<file path="src/rtl/systolic_pkg.sv">
// rtl/systolic_pkg.sv - scheduler state encoding and array geometry defaults shared with the systolic array
package systolic_pkg;

    localparam int SA_N_SIZE     = 32;
    localparam int SA_ADDR_WIDTH = 10;

    typedef enum logic [2:0] {
        IDLE      = 3'd0,
        LOAD_WT   = 3'd1,
        WAIT_RDY  = 3'd2,
        STREAM    = 3'd3,
        DRAIN     = 3'd4,
        WAIT_DONE = 3'd5
    } sched_state_t;

endpackage

</file>
<file path="src/rtl/systolic_tile_scheduler_if.sv">
// rtl/systolic_tile_scheduler_if.sv - scheduler-to-systolic-array strobe, address and handshake bundle
interface systolic_tile_scheduler_if
    import systolic_pkg::*;
#(
    parameter int ADDR_WIDTH = SA_ADDR_WIDTH
);
    logic                  load_weight;
    logic                  valid_in;
    logic                  zero_a;
    logic                  first_iteration;
    logic                  last_tile;
    logic [ADDR_WIDTH-1:0] wt_addr;
    logic [ADDR_WIDTH-1:0] act_addr;
    logic                  sa_ready;
    logic                  sa_done;

    modport master (
        output load_weight, valid_in, zero_a, first_iteration, last_tile, wt_addr, act_addr,
        input  sa_ready, sa_done
    );

    modport slave (
        input  load_weight, valid_in, zero_a, first_iteration, last_tile, wt_addr, act_addr,
        output sa_ready, sa_done
    );
endinterface

</file>
<file path="src/rtl/systolic_sched_addr_gen.sv">
// rtl/systolic_sched_addr_gen.sv - phase row counter and per-K-tile base plus row address generation
module systolic_sched_addr_gen
    import systolic_pkg::*;
#(
    parameter int N_SIZE     = SA_N_SIZE,
    parameter int ADDR_WIDTH = SA_ADDR_WIDTH
) (
    input  logic                  clk,
    input  logic                  rst_n,
    input  logic                  job_start,
    input  logic                  tile_adv,
    input  logic                  cnt_clr,
    input  logic                  cnt_inc,
    input  logic                  wt_en,
    input  logic                  act_en,
    input  logic [ADDR_WIDTH-1:0] rows,
    output logic [ADDR_WIDTH-1:0] cnt,
    output logic [ADDR_WIDTH-1:0] wt_addr,
    output logic [ADDR_WIDTH-1:0] act_addr
);
    logic [ADDR_WIDTH-1:0] wt_base;
    logic [ADDR_WIDTH-1:0] act_base;
    logic [ADDR_WIDTH-1:0] wt_base_nxt;
    logic [ADDR_WIDTH-1:0] act_base_nxt;
    logic [ADDR_WIDTH-1:0] cnt_nxt;

    // Bases step by one weight block / one activation block per K tile, so no multiplier is needed
    always_comb begin
        wt_base_nxt  = wt_base;
        act_base_nxt = act_base;
        cnt_nxt      = cnt;
        if (job_start) begin
            wt_base_nxt  = '0;
            act_base_nxt = '0;
        end else if (tile_adv) begin
            wt_base_nxt  = wt_base + ADDR_WIDTH'(N_SIZE);
            act_base_nxt = act_base + rows;
        end
        if (cnt_clr) begin
            cnt_nxt = '0;
        end else if (cnt_inc) begin
            cnt_nxt = cnt + ADDR_WIDTH'(1);
        end
    end

    // Addresses are registered from next-cycle base and row so they line up with the registered strobes
    always_ff @(posedge clk or negedge rst_n) begin
        if (!rst_n) begin
            wt_base  <= '0;
            act_base <= '0;
            cnt      <= '0;
            wt_addr  <= '0;
            act_addr <= '0;
        end else begin
            wt_base  <= wt_base_nxt;
            act_base <= act_base_nxt;
            cnt      <= cnt_nxt;
            if (wt_en) begin
                wt_addr <= wt_base_nxt + cnt_nxt;
            end
            if (job_start) begin
                act_addr <= '0;
            end else if (act_en) begin
                act_addr <= act_base_nxt + cnt_nxt;
            end
        end
    end
endmodule

</file>
<file path="src/rtl/systolic_tile_scheduler.sv">
// rtl/systolic_tile_scheduler.sv - K-tile job sequencer for the systolic array; SYSTOLIC_SCHED_PERF_EN enables perf_cycles
module systolic_tile_scheduler
    import systolic_pkg::*;
#(
    parameter int N_SIZE     = SA_N_SIZE,
    parameter int ADDR_WIDTH = SA_ADDR_WIDTH,
    parameter int KT_WIDTH   = 8
) (
    input  logic                  clk,
    input  logic                  rst_n,
    input  logic                  start,
    input  logic                  abort,
    input  logic [ADDR_WIDTH-1:0] cfg_rows,
    input  logic [KT_WIDTH-1:0]   cfg_k_tiles,
    systolic_tile_scheduler_if.master sa,
    output logic                  busy,
    output logic                  done,
    output logic                  err,
    output logic [31:0]           perf_cycles
);
    localparam logic [ADDR_WIDTH-1:0] LW_LAST = ADDR_WIDTH'(N_SIZE - 1);
    localparam logic [ADDR_WIDTH-1:0] DR_LAST = ADDR_WIDTH'((N_SIZE > 1) ? N_SIZE - 2 : 0);
    // A 1x1 array has nothing to drain
    localparam sched_state_t POST_STREAM = (N_SIZE > 1) ? DRAIN : WAIT_DONE;

    sched_state_t          state, state_d;
    logic [KT_WIDTH-1:0]   kt, kt_d, kt_last, kt_last_d;
    logic [ADDR_WIDTH-1:0] rows_r, rows_d, cnt;
    logic job_start, tile_adv, cnt_clr, cnt_inc, wt_en, act_en, done_d, err_d;
    logic load_weight_q, valid_in_q, zero_a_q, first_q, last_q;

    // Next state, tile bookkeeping and address-generator controls
    always_comb begin
        state_d   = state;
        kt_d      = kt;
        kt_last_d = kt_last;
        rows_d    = rows_r;
        job_start = 1'b0;
        tile_adv  = 1'b0;
        cnt_clr   = 1'b0;
        cnt_inc   = 1'b0;
        wt_en     = 1'b0;
        act_en    = 1'b0;
        done_d    = 1'b0;
        err_d     = 1'b0;
        if (state == IDLE) begin
            if (start) begin
                if (cfg_rows != '0 && cfg_k_tiles != '0) begin
                    job_start = 1'b1;
                    rows_d    = cfg_rows;
                    kt_last_d = cfg_k_tiles - KT_WIDTH'(1);
                    kt_d      = '0;
                    cnt_clr   = 1'b1;
                    wt_en     = 1'b1;
                    state_d   = LOAD_WT;
                end else begin
                    err_d = 1'b1;
                end
            end
        end else if (abort) begin
            state_d = IDLE;
            cnt_clr = 1'b1;
        end else begin
            case (state)
                LOAD_WT: begin
                    if (cnt == LW_LAST) begin
                        state_d = WAIT_RDY;
                    end else begin
                        cnt_inc = 1'b1;
                        wt_en   = 1'b1;
                    end
                end
                WAIT_RDY: begin
                    if (sa.sa_ready) begin
                        state_d = STREAM;
                        cnt_clr = 1'b1;
                        act_en  = 1'b1;
                    end
                end
                STREAM: begin
                    if (cnt == rows_r - ADDR_WIDTH'(1)) begin
                        state_d = POST_STREAM;
                        cnt_clr = 1'b1;
                    end else begin
                        cnt_inc = 1'b1;
                        act_en  = 1'b1;
                    end
                end
                DRAIN: begin
                    if (cnt == DR_LAST) begin
                        state_d = WAIT_DONE;
                    end else begin
                        cnt_inc = 1'b1;
                    end
                end
                WAIT_DONE: begin
                    if (sa.sa_done) begin
                        if (kt == kt_last) begin
                            done_d  = 1'b1;
                            state_d = IDLE;
                        end else begin
                            kt_d     = kt + KT_WIDTH'(1);
                            tile_adv = 1'b1;
                            cnt_clr  = 1'b1;
                            wt_en    = 1'b1;
                            state_d  = LOAD_WT;
                        end
                    end
                end
                default: state_d = IDLE;
            endcase
        end
    end

    // State and outputs are registered from next-state values so strobes start the cycle the phase does
    always_ff @(posedge clk or negedge rst_n) begin
        if (!rst_n) begin
            state         <= IDLE;
            kt            <= '0;
            kt_last       <= '0;
            rows_r        <= '0;
            busy          <= 1'b0;
            done          <= 1'b0;
            err           <= 1'b0;
            load_weight_q <= 1'b0;
            valid_in_q    <= 1'b0;
            zero_a_q      <= 1'b0;
            first_q       <= 1'b0;
            last_q        <= 1'b0;
        end else begin
            state         <= state_d;
            kt            <= kt_d;
            kt_last       <= kt_last_d;
            rows_r        <= rows_d;
            busy          <= (state_d != IDLE);
            done          <= done_d;
            err           <= err_d;
            load_weight_q <= (state_d == LOAD_WT);
            valid_in_q    <= (state_d == STREAM) || (state_d == DRAIN);
            zero_a_q      <= (state_d == DRAIN);
            first_q       <= (state_d != IDLE) && (kt_d == '0);
            last_q        <= (state_d != IDLE) && (kt_d == kt_last_d);
        end
    end

    systolic_sched_addr_gen #(
        .N_SIZE     (N_SIZE),
        .ADDR_WIDTH (ADDR_WIDTH)
    ) u_addr_gen (
        .clk       (clk),
        .rst_n     (rst_n),
        .job_start (job_start),
        .tile_adv  (tile_adv),
        .cnt_clr   (cnt_clr),
        .cnt_inc   (cnt_inc),
        .wt_en     (wt_en),
        .act_en    (act_en),
        .rows      (rows_r),
        .cnt       (cnt),
        .wt_addr   (sa.wt_addr),
        .act_addr  (sa.act_addr)
    );

    assign sa.load_weight     = load_weight_q;
    assign sa.valid_in        = valid_in_q;
    assign sa.zero_a          = zero_a_q;
    assign sa.first_iteration = first_q;
    assign sa.last_tile       = last_q;

`ifdef SYSTOLIC_SCHED_PERF_EN
    logic [31:0] perf_q;

    // Job cycle counter: cleared on accepted start, counts busy cycles, holds when idle, saturates
    always_ff @(posedge clk or negedge rst_n) begin
        if (!rst_n) begin
            perf_q <= '0;
        end else if (job_start) begin
            perf_q <= '0;
        end else if (busy && perf_q != 32'hFFFF_FFFF) begin
            perf_q <= perf_q + 32'd1;
        end
    end

    assign perf_cycles = perf_q;
`else
    assign perf_cycles = 32'd0;
`endif
endmodule

</file>
<file path="src/flat_wrapper.sv">
// flat-port wrapper written by rule: the top's interface ports become plain ports
module systolic_tile_scheduler_flat import systolic_pkg::*;
#(
    parameter int N_SIZE     = SA_N_SIZE,
    parameter int ADDR_WIDTH = SA_ADDR_WIDTH,
    parameter int KT_WIDTH   = 8
)
  (clk, rst_n, start, abort, cfg_rows, cfg_k_tiles, busy, done, err, perf_cycles, sa_load_weight, sa_valid_in, sa_zero_a, sa_first_iteration, sa_last_tile, sa_wt_addr, sa_act_addr, sa_sa_ready, sa_sa_done);
  systolic_tile_scheduler_if #(.ADDR_WIDTH(ADDR_WIDTH)) sa_i ();
  input  logic clk;
  input  logic rst_n;
  input  logic start;
  input  logic abort;
  input  logic [ADDR_WIDTH-1:0] cfg_rows;
  input  logic [KT_WIDTH-1:0] cfg_k_tiles;
  output logic busy;
  output logic done;
  output logic err;
  output logic [31:0] perf_cycles;
  output wire logic [$bits(sa_i.load_weight)-1:0] sa_load_weight;
  output wire logic [$bits(sa_i.valid_in)-1:0] sa_valid_in;
  output wire logic [$bits(sa_i.zero_a)-1:0] sa_zero_a;
  output wire logic [$bits(sa_i.first_iteration)-1:0] sa_first_iteration;
  output wire logic [$bits(sa_i.last_tile)-1:0] sa_last_tile;
  output wire logic [$bits(sa_i.wt_addr)-1:0] sa_wt_addr;
  output wire logic [$bits(sa_i.act_addr)-1:0] sa_act_addr;
  input wire logic [$bits(sa_i.sa_ready)-1:0] sa_sa_ready;
  input wire logic [$bits(sa_i.sa_done)-1:0] sa_sa_done;
  assign sa_load_weight = sa_i.load_weight;
  assign sa_valid_in = sa_i.valid_in;
  assign sa_zero_a = sa_i.zero_a;
  assign sa_first_iteration = sa_i.first_iteration;
  assign sa_last_tile = sa_i.last_tile;
  assign sa_wt_addr = sa_i.wt_addr;
  assign sa_act_addr = sa_i.act_addr;
  assign sa_i.sa_ready = sa_sa_ready;
  assign sa_i.sa_done = sa_sa_done;
  systolic_tile_scheduler #(.N_SIZE(N_SIZE), .ADDR_WIDTH(ADDR_WIDTH), .KT_WIDTH(KT_WIDTH)) u_core (.clk(clk), .rst_n(rst_n), .start(start), .abort(abort), .cfg_rows(cfg_rows), .cfg_k_tiles(cfg_k_tiles), .sa(sa_i), .busy(busy), .done(done), .err(err), .perf_cycles(perf_cycles));
endmodule
</file>
<file path="config.mk">
export PLATFORM = sky130hd
export DESIGN_NAME = systolic_tile_scheduler_flat
export DESIGN_NICKNAME = d
export VERILOG_FILES = /design/src/rtl/systolic_pkg.sv /design/src/rtl/systolic_tile_scheduler_if.sv /design/src/rtl/systolic_sched_addr_gen.sv /design/src/rtl/systolic_tile_scheduler.sv /design/src/flat_wrapper.sv
export SDC_FILE = /design/constraint.sdc
export NUM_CORES = 1
export LEC_CHECK = 0
export CAP_MARGIN = 15
export CORE_MARGIN = 2
export CORE_UTILIZATION = 50
export CTS_BUF_LIST = sky130_fd_sc_hd__clkbuf_16
export CTS_CLUSTER_DIAMETER = 50
export DETAILED_ROUTE_END_ITERATION = 6
export PLACE_DENSITY = 0.72
export SYNTH_ARGS = -nofsm -noshare
export SYNTH_HDL_FRONTEND = slang
export SYNTH_SLANG_ARGS = --single-unit
</file>
<file path="constraint.sdc">
create_clock -name clk -period 6.43 [get_ports clk]
set_input_delay 0.9645 -clock clk [delete_from_list [all_inputs] [get_ports clk]]
set_output_delay 0.9645 -clock clk [all_outputs]
set_load 0.05 [all_outputs]
</file>
# Yosys cells after proc, flatten, opt, wreduce, memory -nomap -nowiden

Cells that the tools add are included.

Add/subtract/negate cells: 8
Eq/ne operators: 13
Multiplexer cells: 62
Reductions and logical operators: 11

Operators with widths:

| kind                    | count |
|---|---|
| $mux W10                | 8 |
| $mux W8                 | 10 |
| $add A10 B10 Y10        | 3 |
| $mux W1                 | 30 |
| $mux W3                 | 9 |
| $eq A10 B5 Y1 const B   | 2 |
| $eq A8 B8 Y1            | 2 |
| $pmux W3 S5             | 1 |
| $add A10 B1 Y10 const B | 1 |
| $add A10 B6 Y10 const B | 1 |
| $eq A10 B10 Y1          | 1 |
| $reduce_bool A10 Y1     | 1 |
| $sub A10 B1 Y10 const B | 1 |
| $eq A3 B2 Y1 const B    | 3 |
| $eq A3 B3 Y1 const B    | 3 |
| $add A8 B1 Y8 const B   | 1 |
| $logic_not A8 Y1        | 1 |
| $reduce_bool A8 Y1      | 1 |
| $sub A8 B1 Y8 const B   | 1 |
| $eq A3 B1 Y1 const B    | 2 |
| $pmux W1 S3             | 2 |
| $pmux W1 S2             | 2 |
| $logic_and A1 B1 Y1     | 3 |
| $logic_not A3 Y1        | 1 |
| other kinds (4)         | 4 |

Register bits after elaboration: 87
Input bits: 24
Logic and storage cells: 111

# Longest topological paths before layout

Gate-level depths: netlist of the first run.

Word-level depth: 11
Gate-level depth with buffers: 22
Gate-level depth less buffers: 22

# By module

A second synthesis of the first run with hierarchy kept.

Cells, all modules: 632
Area total of the unflattened synthesis: 5948.2 sq um

By module, submodules not included:

| module                  | times used | cells each | area an instance (sq um) |
|---|---|---|---|
| systolic_sched_addr_gen | 1          | 321        | 3170.5 |
| systolic_tile_scheduler | 1          | 311        | 2777.7 |

# Worst setup path after synthesis of the first run

OpenSTA, ideal clock, no wires.

Kind: reg-to-reg
Start point: register u_core.rows_r[1]
End point: register u_core.u_addr_gen.wt_addr[9]
Library setup time: 0.069 ns
Data arrival time: 4.547 ns
Setup slack: 1.814 ns
Stages on the path, launching flop included: 21
Path buffers: 0
Period minus slack after synthesis: 4.616 ns
Path through: dfrtp_1 inv_1 ha_1 or4b_4 nor2_2 xnor2_1 a2111o_1 or4_4 o21ai_4 a211o_1 inv_1 ha_1 a21o_1 a21o_1 a21o_1 a21oi_1 o21a_1 o21ai_0 xnor2_1 or4_1 nand3_1

Word-level cells in the longest chain between the ends: 9
Elaborated cells between the ends (all ways): 13

Ends and longest elaborated chain:

| what                             | line                           | text |
|---|---|---|
| from (decl)                      | systolic_tile_scheduler.sv:28  | `logic [ADDR_WIDTH-1:0] rows_r, rows_d, cnt;` |
| from (signal assigned)           | systolic_tile_scheduler.sv:134 | `rows_r <= rows_d;` |
| $sub A10 B1 Y10 *                | systolic_tile_scheduler.sv:81  | `if (cnt == rows_r - ADDR_WIDTH'(1)) begin` |
| $eq A10 B10 Y1 *                 | systolic_tile_scheduler.sv:81  |  |
| $mux W1                          | systolic_tile_scheduler.sv:81  |  |
| $pmux W1 S3                      | systolic_tile_scheduler.sv:64  | `case (state)` |
| $mux W1                          | systolic_tile_scheduler.sv:60  | `end else if (abort) begin` |
| $mux W1                          | systolic_tile_scheduler.sv:46  | `if (state == IDLE) begin` |
| $mux W10                         | systolic_sched_addr_gen.sv:41  | `end else if (cnt_inc) begin` |
| $mux W10 *                       | systolic_sched_addr_gen.sv:39  | `if (cnt_clr) begin` |
| net u_core.u_addr_gen.cnt_nxt[1] | systolic_sched_addr_gen.sv:25  | `logic [ADDR_WIDTH-1:0] cnt_nxt;` |
| $add A10 B10 Y10 *               | systolic_sched_addr_gen.sv:59  | `wt_addr <= wt_base_nxt + cnt_nxt;` |
| to (signal assigned)             | systolic_sched_addr_gen.sv:59  |  |
| to (decl)                        | systolic_sched_addr_gen.sv:18  | `output logic [ADDR_WIDTH-1:0] wt_addr,` |

Mark *: on every way through the listed nets, which the timed path passes. The rest lies on a longest branch.
A chain may end at the register's enable or synchronous reset.

# Worst setup path in the final report of the first run

Same ends and word-level chain as after synthesis.

==> qor.csv, run 1 <==
metric,value,unit
status,finished clean,
rrSetupSlack,1.36,ns
synth-async-reset-ratio,1.00,
nets,742,
netlist.area_leader.share,0.388,
rows,38,
die_w,110,um
synth-main-ff-cell,dfrtp_1,
grt_pass1_wl,21400,um
grt_use_total,0.228,
synth.mux.area_fraction,0.00736,
synth_adder_area_share,0.0866,
yosys-top-cells-area,"dfrtp_1 (39%), ha_1 (7.6%), nand2_1 (6.7%), xor2_1 (5.3%), xnor2_1 (4.8%)",
p_leak,2.97,nW
start_util,0.515,
rr_startpoint,u_core.rows_r[1],
slew_violations,0,
final_core_util,0.588,
netlist_area,0.00561,sq mm
critPathMaxFanout,10,
critPathKind,flip-flop to flip-flop,
rsz0062_at_grt,no,
clk-insertion-delay-late,0.34,ns
cts_setup_buffers,0,
crit_required,6.71,ns
holdPathStages,2,
hold_start,u_core.u_addr_gen.wt_addr[0],
wire_per_inst,15.5,um
first_iter_violations,309,
place_congestion,0.878,
ys_ff_latch,87,
p_total,1.47,mW
drtPass1Iterations,4,
multi_input_area,0.00312,sq mm
path_clk_slew,0.07,ns
cts_resized,0,
holdWs,0.480,ns
clockBufferDepth,2,
p_per_area,229,mW/mm^2
fillerInstances,992,
yosysWarnings,0,
critPathArrivalTime,5.35,ns
core_area,0.0109,sq mm
holdCritPathClass,flip-flop to flip-flop,
postSynthAreaPerCell,8.83,sq um
layout_common_cells,"nand2_1 (100), dfrtp_1 (87), clkdlybuf4s50_1 (50)",
n_antenna_cell,0,
r2r_cells,20,
min_to,u_core.u_addr_gen.wt_addr[0],
die_area,0.0121,sq mm
cts_tree,yes,
cts.sink_count,87,
drv_cap,0,
ant_nets,0,
setup_tns,0,ns
regArea,0.00218,sq mm
layout_commonest_cell,nand2_1,
ys_seq_area_frac,0.388,
yosys.area_share.xor_xnor,0.102,
vias_per_cell,5.41,
period_minus_slack,5.07,ns
die_h,110,um
wl,12800,um
setup_viol,0,
crit-reg2reg-capture,u_core.u_addr_gen.wt_addr[9],
hold_buffers,0,
cts_root_buffer,clkbuf_16,
tightest_slew,0.608,ns
yosysUniqueCellTypes,62,
area_growth_syn_to_layout,14.2,%
dp.final_hpwl,9570,um
synth_compound_area_frac,0.129,
cp-end-kind,flip-flop,
synth_edf_count,0,
synth_area_leader_cell,dfrtp_1,
hold_violations,0,
dr_total_vias,4468,
fin_crit_sh,0.789,
drc,0,
skew,0.00653,ns
synthCells,635,
synth_simple_gate_area_frac,0.210,
startpoint_type,flip-flop,
grt_pass1_vias,4515,
globalRoute.totalOverflow,0,
pin_count,84,
irDropWorstVdd,0.170,mV
antenna_found_initial,0,
drive_gt1_frac,0.0481,
grt_max_degree,88,
htreeDepth,3,
synth_top_family_by_area,simple AND/OR/NAND/NOR gates,
numCtsBuffers,9,
maxClockFrequency,197,MHz
port-buffer-count,51,
max_slew_margin,0.591,
## worst max-delay path, cell delays in order, from the launching register on
cell      delay [ns]
dfrtp_1         0.41
inv_1           0.13
ha_1            0.25
or4b_4          0.51
nor2_2          0.11
xnor2_1         0.07
a2111o_1        0.33
or4_4           0.56
o21ai_4         0.32
a211o_1         0.19
inv_1           0.11
ha_1            0.30
a21o_1          0.16
a21o_1          0.19
a21o_1          0.18
a21oi_1         0.22
o21a_1          0.20
o21ai_0         0.11
xnor2_1         0.15
or4_1           0.41
nand3_1         0.10
## area by class of cell
class                      count  share of cell area
sequential                    87               0.340
clock buffer                   9              0.0352
timing repair buffer          55              0.0860
multi-input combinational    500               0.487
inverter                      28              0.0164
tap                          140              0.0274
clock inverter                 7             0.00782
## state kept, by name, indices dropped and copies added, names as in the netlist, 3 cells and up
register,cells
u_core.u_addr_gen.wt_addr,10
u_core.kt_last,8
u_core.u_addr_gen.act_base,10
u_core.u_addr_gen.act_addr,10
u_core.kt,8
u_core.state,3
u_core.u_addr_gen.wt_base,10
u_core.u_addr_gen.cnt,10
u_core.rows_r,10
## power by group
part / total (mW) / switching (mW) / internal [mW] / leakage [nW]
logic: 0.352 / 0.228 / 0.124 / 1.67
registers: 0.636 / 0.0509 / 0.585 / 1.18
clock network: 0.480 / 0.219 / 0.261 / 0.117
## how the worst max path moves through the flow
stage,slack (ns),startpoint,cells after the start,endpoint
3_5_place_dp,1.38,u_core.rows_r[1],20,u_core.u_addr_gen.act_addr[9]
6_report,1.36,u_core.rows_r[1],20,u_core.u_addr_gen.wt_addr[9]
5_1_grt,0.97,u_core.rows_r[0],20,u_core.u_addr_gen.act_addr[9]
2_1_floorplan,1.81,u_core.rows_r[1],20,u_core.u_addr_gen.wt_addr[9]
4_1_cts,1.36,u_core.rows_r[1],20,u_core.u_addr_gen.act_addr[9]
3_3_place_gp,1.54,u_core.rows_r[0],20,u_core.u_addr_gen.wt_addr[9]
## per-layer routing
| metal | wire (um) | GRT usage | up-vias |
|---|---|---|---|
| met5 | 0 | 0 | - |
| met4 | 246 | 0.0741 | 0 |
| met3 | 605 | 0.0445 | 24 |
| met2 | 6230 | 0.380 | 100 |
| met1 | 5740 | 0.297 | 2144 |
| li1 | - | - | 2200 |
## per-stage QoR
stage                     instances  cell area, sq um  setup slack, ns
after floorplan                 666              5720             1.81
after global placement          809              6110             1.54
after detailed placement        809              6110             1.38
after CTS                       825              6380             1.36
after global routing            826              6400            0.972
final                           826              6400             1.36
## cells by family (layout without fill, tap and decap cells)
group                    after synthesis  in the layout
AND/OR/NAND/NOR                      246            246
AO/OA/AOI/OAI                        116            116
flip-flops                            87             87
buffers and inverters                 79             99
XOR/XNOR                              65             65
adder cells (fa/ha/maj)               37             37
multiplexers                           4              4
other                                  1             32
## cell usage after synthesis (6+ instances only)
master and n:
a21o_1 6, a21oi_1 31, buf_4 33, clkbuf_1 13
dfrtp_1 87, ha_1 34, inv_1 28, nand2_1 100
nand3_1 25, nand4_1 9, nor2_1 44, nor2b_1 6
nor3_1 16, nor4_1 8, o211ai_1 6, o21ai_0 41
o21bai_1 6, xnor2_1 31, xor2_1 34
Power figures use the tool's default switching activity.
==> run 2: changes to the inputs <==
- PLACE_DENSITY: 0.72 -> 0.75
- clock period: 6.43 -> 4.3 ns (I/O delays scaled with it)
==> qor.csv, run 2 (same netlist as run 1, synthesis figures left out) <==
metric,value,unit
dp.final_hpwl,10300,um
layout_commonest_cell,nand2_1,
placed_area,0.00653,sq mm
pin_count,84,
clockBufferDepth,2,
tightest_slew,0.662,ns
path_clk_slew,0.06,ns
drc,0,
startpoint_type,flip-flop,
critPathMaxFanout,4,
start_util,0.515,
core_area,0.0109,sq mm
nets,810,
clk-insertion-delay-late,0.35,ns
critPathArrivalTime,4.77,ns
area_growth_syn_to_layout,28.0,%
first_iter_violations,432,
ant_nets,0,
worst_slack,-0.194,ns
critical-path-slowest-cell,or4_4,
slew_violations,0,
layout.cells.non_filler,893,
placed_cells,862,
drv_cap,0,
cts.sink_count,87,
max_slew_margin,0.559,
die_w,110,um
violations,negative setup slack,
skew,0.00898,ns
holdWs,0.301,ns
fin_area,0.00718,sq mm
p_per_area,339,mW/mm^2
hold_buffers,0,
cp_cell_sequence,"inv_2, ha_4, buf_4, buf_4, or4b_1, a2bb2oi_1, o211a_1, or4_4, o21ai_4, a211o_1, inv_2, ha_4, a21o_1, a21o_1, a21o_1, a21oi_2, o21a_1, o21ai_2, xnor2_1, or4_1, nand3_1",
vias_per_cell,5.47,
globalRoute.totalOverflow,0,
place_congestion,0.901,
r2r_cells,21,
antenna_found_initial,0,
grt_pass1_wl,22700,um
cp-end-kind,flip-flop,
htreeDepth,3,
wl,14800,um
p_total,2.44,mW
period_minus_slack,4.49,ns
wire_per_inst,16.5,um
holdCritPathClass,input port to async pin,
fillerInstances,840,
layout_common_cells,"nand2_1 (100), dfrtp_1 (87), buf_4 (67)",
die_h,110,um
critical_path.max_stage_delay,0.54,ns
n_antenna_cell,0,
grt_max_degree,46,
rows,38,
dr_total_vias,4888,
critPathKind,flip-flop to flip-flop,
setup_tns,-0.556,ns
setup_viol,4,
hold_violations,0,
rsz0062_at_grt,yes,
crit_required,4.58,ns
grt_pass1_vias,4870,
cpMostUsedCell,a21o_1,
fin_crit_sh,1.05,
cts_root_buffer,clkbuf_16,
maxClockFrequency,223,MHz
cts_tree,yes,
drive_gt1_frac,0.186,
numCtsBuffers,9,
p_leak,3.35,nW
die_area,0.0121,sq mm
status,finished with violations,
drtPass1Iterations,5,
grt_use_total,0.242,
port-buffer-count,51,
irDropWorstVdd,0.193,mV
## run 2: changes by cell type in the layout (fill, tap and decap cells not counted), moves of 7 or more
cell     before  now
nor2_1       43   36
ha_1         34   27
o21ai_0      41   31
buf_4         4   67
a21oi_1      31   24
## run 2: layout make-up
class,count,area [sq um],area share
multi-input combinational,500,3350,0.466
sequential,87,2180,0.303
timing repair buffer,123,1070,0.149
clock buffer,9,225,0.0314
tap,140,175,0.0244
inverter,28,105,0.0146
clock inverter,6,77.6,0.0108
## run 2: routing by layer
layer,up-vias,track usage,wire length [um]
met5,-,0,0
li1,2340,-,-
met3,28,0.0421,766
met1,2358,0.297,6240
met4,0,0.0805,308
met2,162,0.428,7440
## run 2: path summary, 6_finish.rpt
path	to	slack, ns	startpoint
worst min register to register	u_core.u_addr_gen.wt_addr[7]	0.48	u_core.u_addr_gen.wt_addr[7]
worst max-delay path	u_core.u_addr_gen.wt_addr[9]	-0.19	u_core.rows_r[1]
worst min-delay path	u_core.kt_last[6]	0.30	rst_n
max in group asynchronous	u_core.err	3.01	rst_n
min in group clk	u_core.u_addr_gen.wt_addr[7]	0.48	u_core.u_addr_gen.wt_addr[7]
worst max register to register	u_core.u_addr_gen.wt_addr[9]	-0.19	u_core.rows_r[1]
## run 2: report_power, final
group	switching, mW	internal, mW
logic	0.414	0.280
clock network	0.320	0.500
registers	0.0485	0.875
## run 2: repair_timing
action	CTS	global route
pin swaps	8	26
buffers inserted	6	13
resized for setup	17	39
setup endpoints to repair	6	8
## run 2: worst max-delay path, delay by kind of cell (launching register included)
kind | cells | cell delay, ns
xor gates and xnor gates | 1 | 0.14
AOI/OAI and AO/OA | 10 | 1.60
adders and majority gates | 2 | 0.37
buffers and inverters | 4 | 0.39
DFF | 1 | 0.38
and+or+nand+nor | 4 | 1.54
## run 2: metrics by stage
stage | setup slack (ns) | util
3_5_place_dp | -0.173 | 0.600
2_1_floorplan | -0.157 | -
6_report | -0.194 | 0.659
5_1_grt | -0.308 | 0.659
3_3_place_gp | -0.0527 | 0.600
4_1_cts | -0.0710 | 0.637
==> RTL change, RTL diff (settings of run 1) <==
`KT_WIDTH` is set to 8 in 2 places; all go to 12.
--- a/src/rtl/systolic_tile_scheduler.sv
+++ b/src/rtl/systolic_tile_scheduler.sv
@@ -6,3 +6,3 @@
     parameter int ADDR_WIDTH = SA_ADDR_WIDTH,
-    parameter int KT_WIDTH   = 8
+    parameter int KT_WIDTH   = 12
 ) (
--- a/src/flat_wrapper.sv
+++ b/src/flat_wrapper.sv
@@ -5,3 +5,3 @@
     parameter int ADDR_WIDTH = SA_ADDR_WIDTH,
-    parameter int KT_WIDTH   = 8
+    parameter int KT_WIDTH   = 12
 )
Interface: changed (resized cfg_k_tiles); port bits go from 84 to 88. The function was not compared with the original's and may differ.
==> RTL change against run 1 <==
  * Via count increased by 11%
  * Area after synthesis grew 11%
  * Maximum frequency is 0.62% lower
  * Sequential share of layout area is 0.29 points lower
  * Setup slack got worse by 0.032 ns
  * Wire length rose by 13%
  * Sequential cell count grew 8
  * Critical endpoint is now u_core.u_addr_gen.wt_addr[7]$_DFFE_PN0P_
  * Total power is 3.2% higher
  * Cell area rose by 10%
  * Largest cell class unchanged
  * Count of clock-buffer cells in the layout is the same
==> RTL change: results (changes against run 1) <==
[synthesis]
ys_seq_area_frac=0.3833  ; was 0.3883
ys_types=58  ; was 62
ys.flop_type=dfrtp_1  ; unchanged
synthTopCellsByCount=dfrtp_1 (95), nand2_1 (95), nor2_1 (48)  ; was nand2_1 (100), dfrtp_1 (87), nor2_1 (44)
synthTopCellsByArea=dfrtp_1 (38%), ha_1 (6.3%), xnor2_1 (6.2%)  ; was dfrtp_1 (39%), ha_1 (7.6%), nand2_1 (6.7%)
yosys_warnings=0  ; unchanged

[placement]
place_hpwl_um=10820  ; was 9565 um
gp_congestion=0.9609  ; was 0.8779
placed_area_sq_mm=0.006761  ; was 0.006106 sq mm
io_buffers=55  ; was 51

[routing]
firstDrtPassIters=5  ; was 4
wirelength_um=14480  ; was 12820 um
route.met3.wl_um=797  ; was 605 um
wl_met1_um=7020  ; was 5739 um
drt_iter0_markers=328  ; was 309
num_vias=4973  ; was 4468
wl_met2_um=6394  ; was 6230 um
top_layer=met4  ; unchanged

[power_and_ir_drop]
total_leakage_power_nw=3.286  ; was 2.968 nW
ir_worst_vdd_uv=116.3  ; was 169.7 uV

[grt]
track_usage=0.2327  ; was 0.2281
grt_pass1_wl_um=24310  ; was 21420 um
grt_pass1_vias=4930  ; was 4515
grt_max_degree=67  ; was 88

[cts]
post_cts_buffers=0  ; unchanged
clockBufferDepth=2  ; unchanged
clkLatencyLatePin_ns=0.35
clock-root-buffer=clkbuf_16  ; unchanged

[critical_path]
crit_fanout=9  ; was 10
critPathArrivalTime_ns=5.34  ; was 5.35 ns

[sta]
worstMarginPinSlew_ns=0.8938  ; was 0.6080 ns
clock_skew_ns=0.005901  ; was 0.006534 ns

[finish]
fillers=1054  ; was 992
fin_nets=794  ; was 742
drive_gt1_frac=0.05699  ; was 0.04810
antenna_cells=0  ; unchanged

[status]
status=complete, no violations  ; unchanged

[RTL change: power by group]
| part | internal (W) | switching, W |
|---|---|---|
| Sequential | 0.000632 | 0.0000454 |
| Combinational | 0.000112 | 0.000206 |
| Clock | 0.000271 | 0.000248 |
[RTL change: path summary, 6_finish.rpt]
kind,startpoint,endpoint,slack (ns),cells after the start
min reg2reg,u_core.u_addr_gen.wt_base[4]$_DFF_PN0_,u_core.u_addr_gen.wt_base[4]$_DFF_PN0_,0.49,1
max reg2reg,u_core.rows_r[1]$_DFFE_PN0P_,u_core.u_addr_gen.wt_addr[7]$_DFFE_PN0P_,1.37,18
max,cfg_k_tiles[0],u_core.u_addr_gen.wt_addr[7]$_DFFE_PN0P_,1.33,18
min in group asynchronous,rst_n,u_core.kt_last[7]$_DFF_PN0_,0.53,1
max in group asynchronous,rst_n,u_core.u_addr_gen.act_base[3]$_DFF_PN0_,4.73,2
min,u_core.u_addr_gen.wt_base[4]$_DFF_PN0_,u_core.u_addr_gen.wt_base[4]$_DFF_PN0_,0.49,1
[RTL change: critical path, cell delays in order]
cell             delay, ns
clkdlybuf4s50_1       0.45
inv_1                 0.08
ha_1                  0.17
nor3b_1               0.38
nand4_1               0.23
nand4_1               0.19
o211ai_1              0.15
nand2b_1              0.31
a211oi_1              0.71
ha_1                  0.37
a21o_1                0.18
a41oi_1               0.24
nor2_1                0.07
a21oi_1               0.16
o311ai_1              0.12
a21oi_1               0.20
xnor2_1               0.08
mux2_2                0.25
[RTL change: area by class of cell]
class / instances / area share
multi-input combinational: 544 / 0.4978
clock inverter: 7 / 0.009051
sequential: 95 / 0.3372
clock buffer: 9 / 0.03194
timing repair buffer: 59 / 0.08199
tap: 168 / 0.02981
inverter: 23 / 0.01224
[RTL change: per-stage QoR]
| stage | util | cells | setup WS (ns) | hold slack [ns] |
|---|---|---|---|---|
| after detailed placement | 0.5606 | 889 | 0.9429 | 0.4810 |
| after global routing | 0.5845 | 905 | 0.7082 | 0.5235 |
| after CTS | 0.5845 | 905 | 1.312 | 0.4967 |
| final | 0.5845 | 905 | 1.327 | 0.4903 |
| after floorplan | - | 719 | 1.977 | 0.4560 |
| after global placement | 0.5606 | 889 | 1.099 | 0.4752 |
[RTL change: logic make-up (layout without fill, tap and decap cells)]
logic type,after synthesis,in the layout,synth area share
muxes,22,22,0.03793
other,1,32,0.0006046
buffers and inverters,80,98,0.07000
and+or+nand+nor,264,264,0.2080
DFF,95,95,0.3833
xor gates and xnor gates,83,83,0.1172
adders and majority gates,34,34,0.07222
AOI/OAI and AO/OA,109,109,0.1108
[RTL change: layer usage]
layer | track usage | up-vias
met5 | 0 | -
met4 | 0.08353 | 0
met3 | 0.03848 | 19
met2 | 0.3520 | 150
met1 | 0.3380 | 2381
li1 | - | 2423
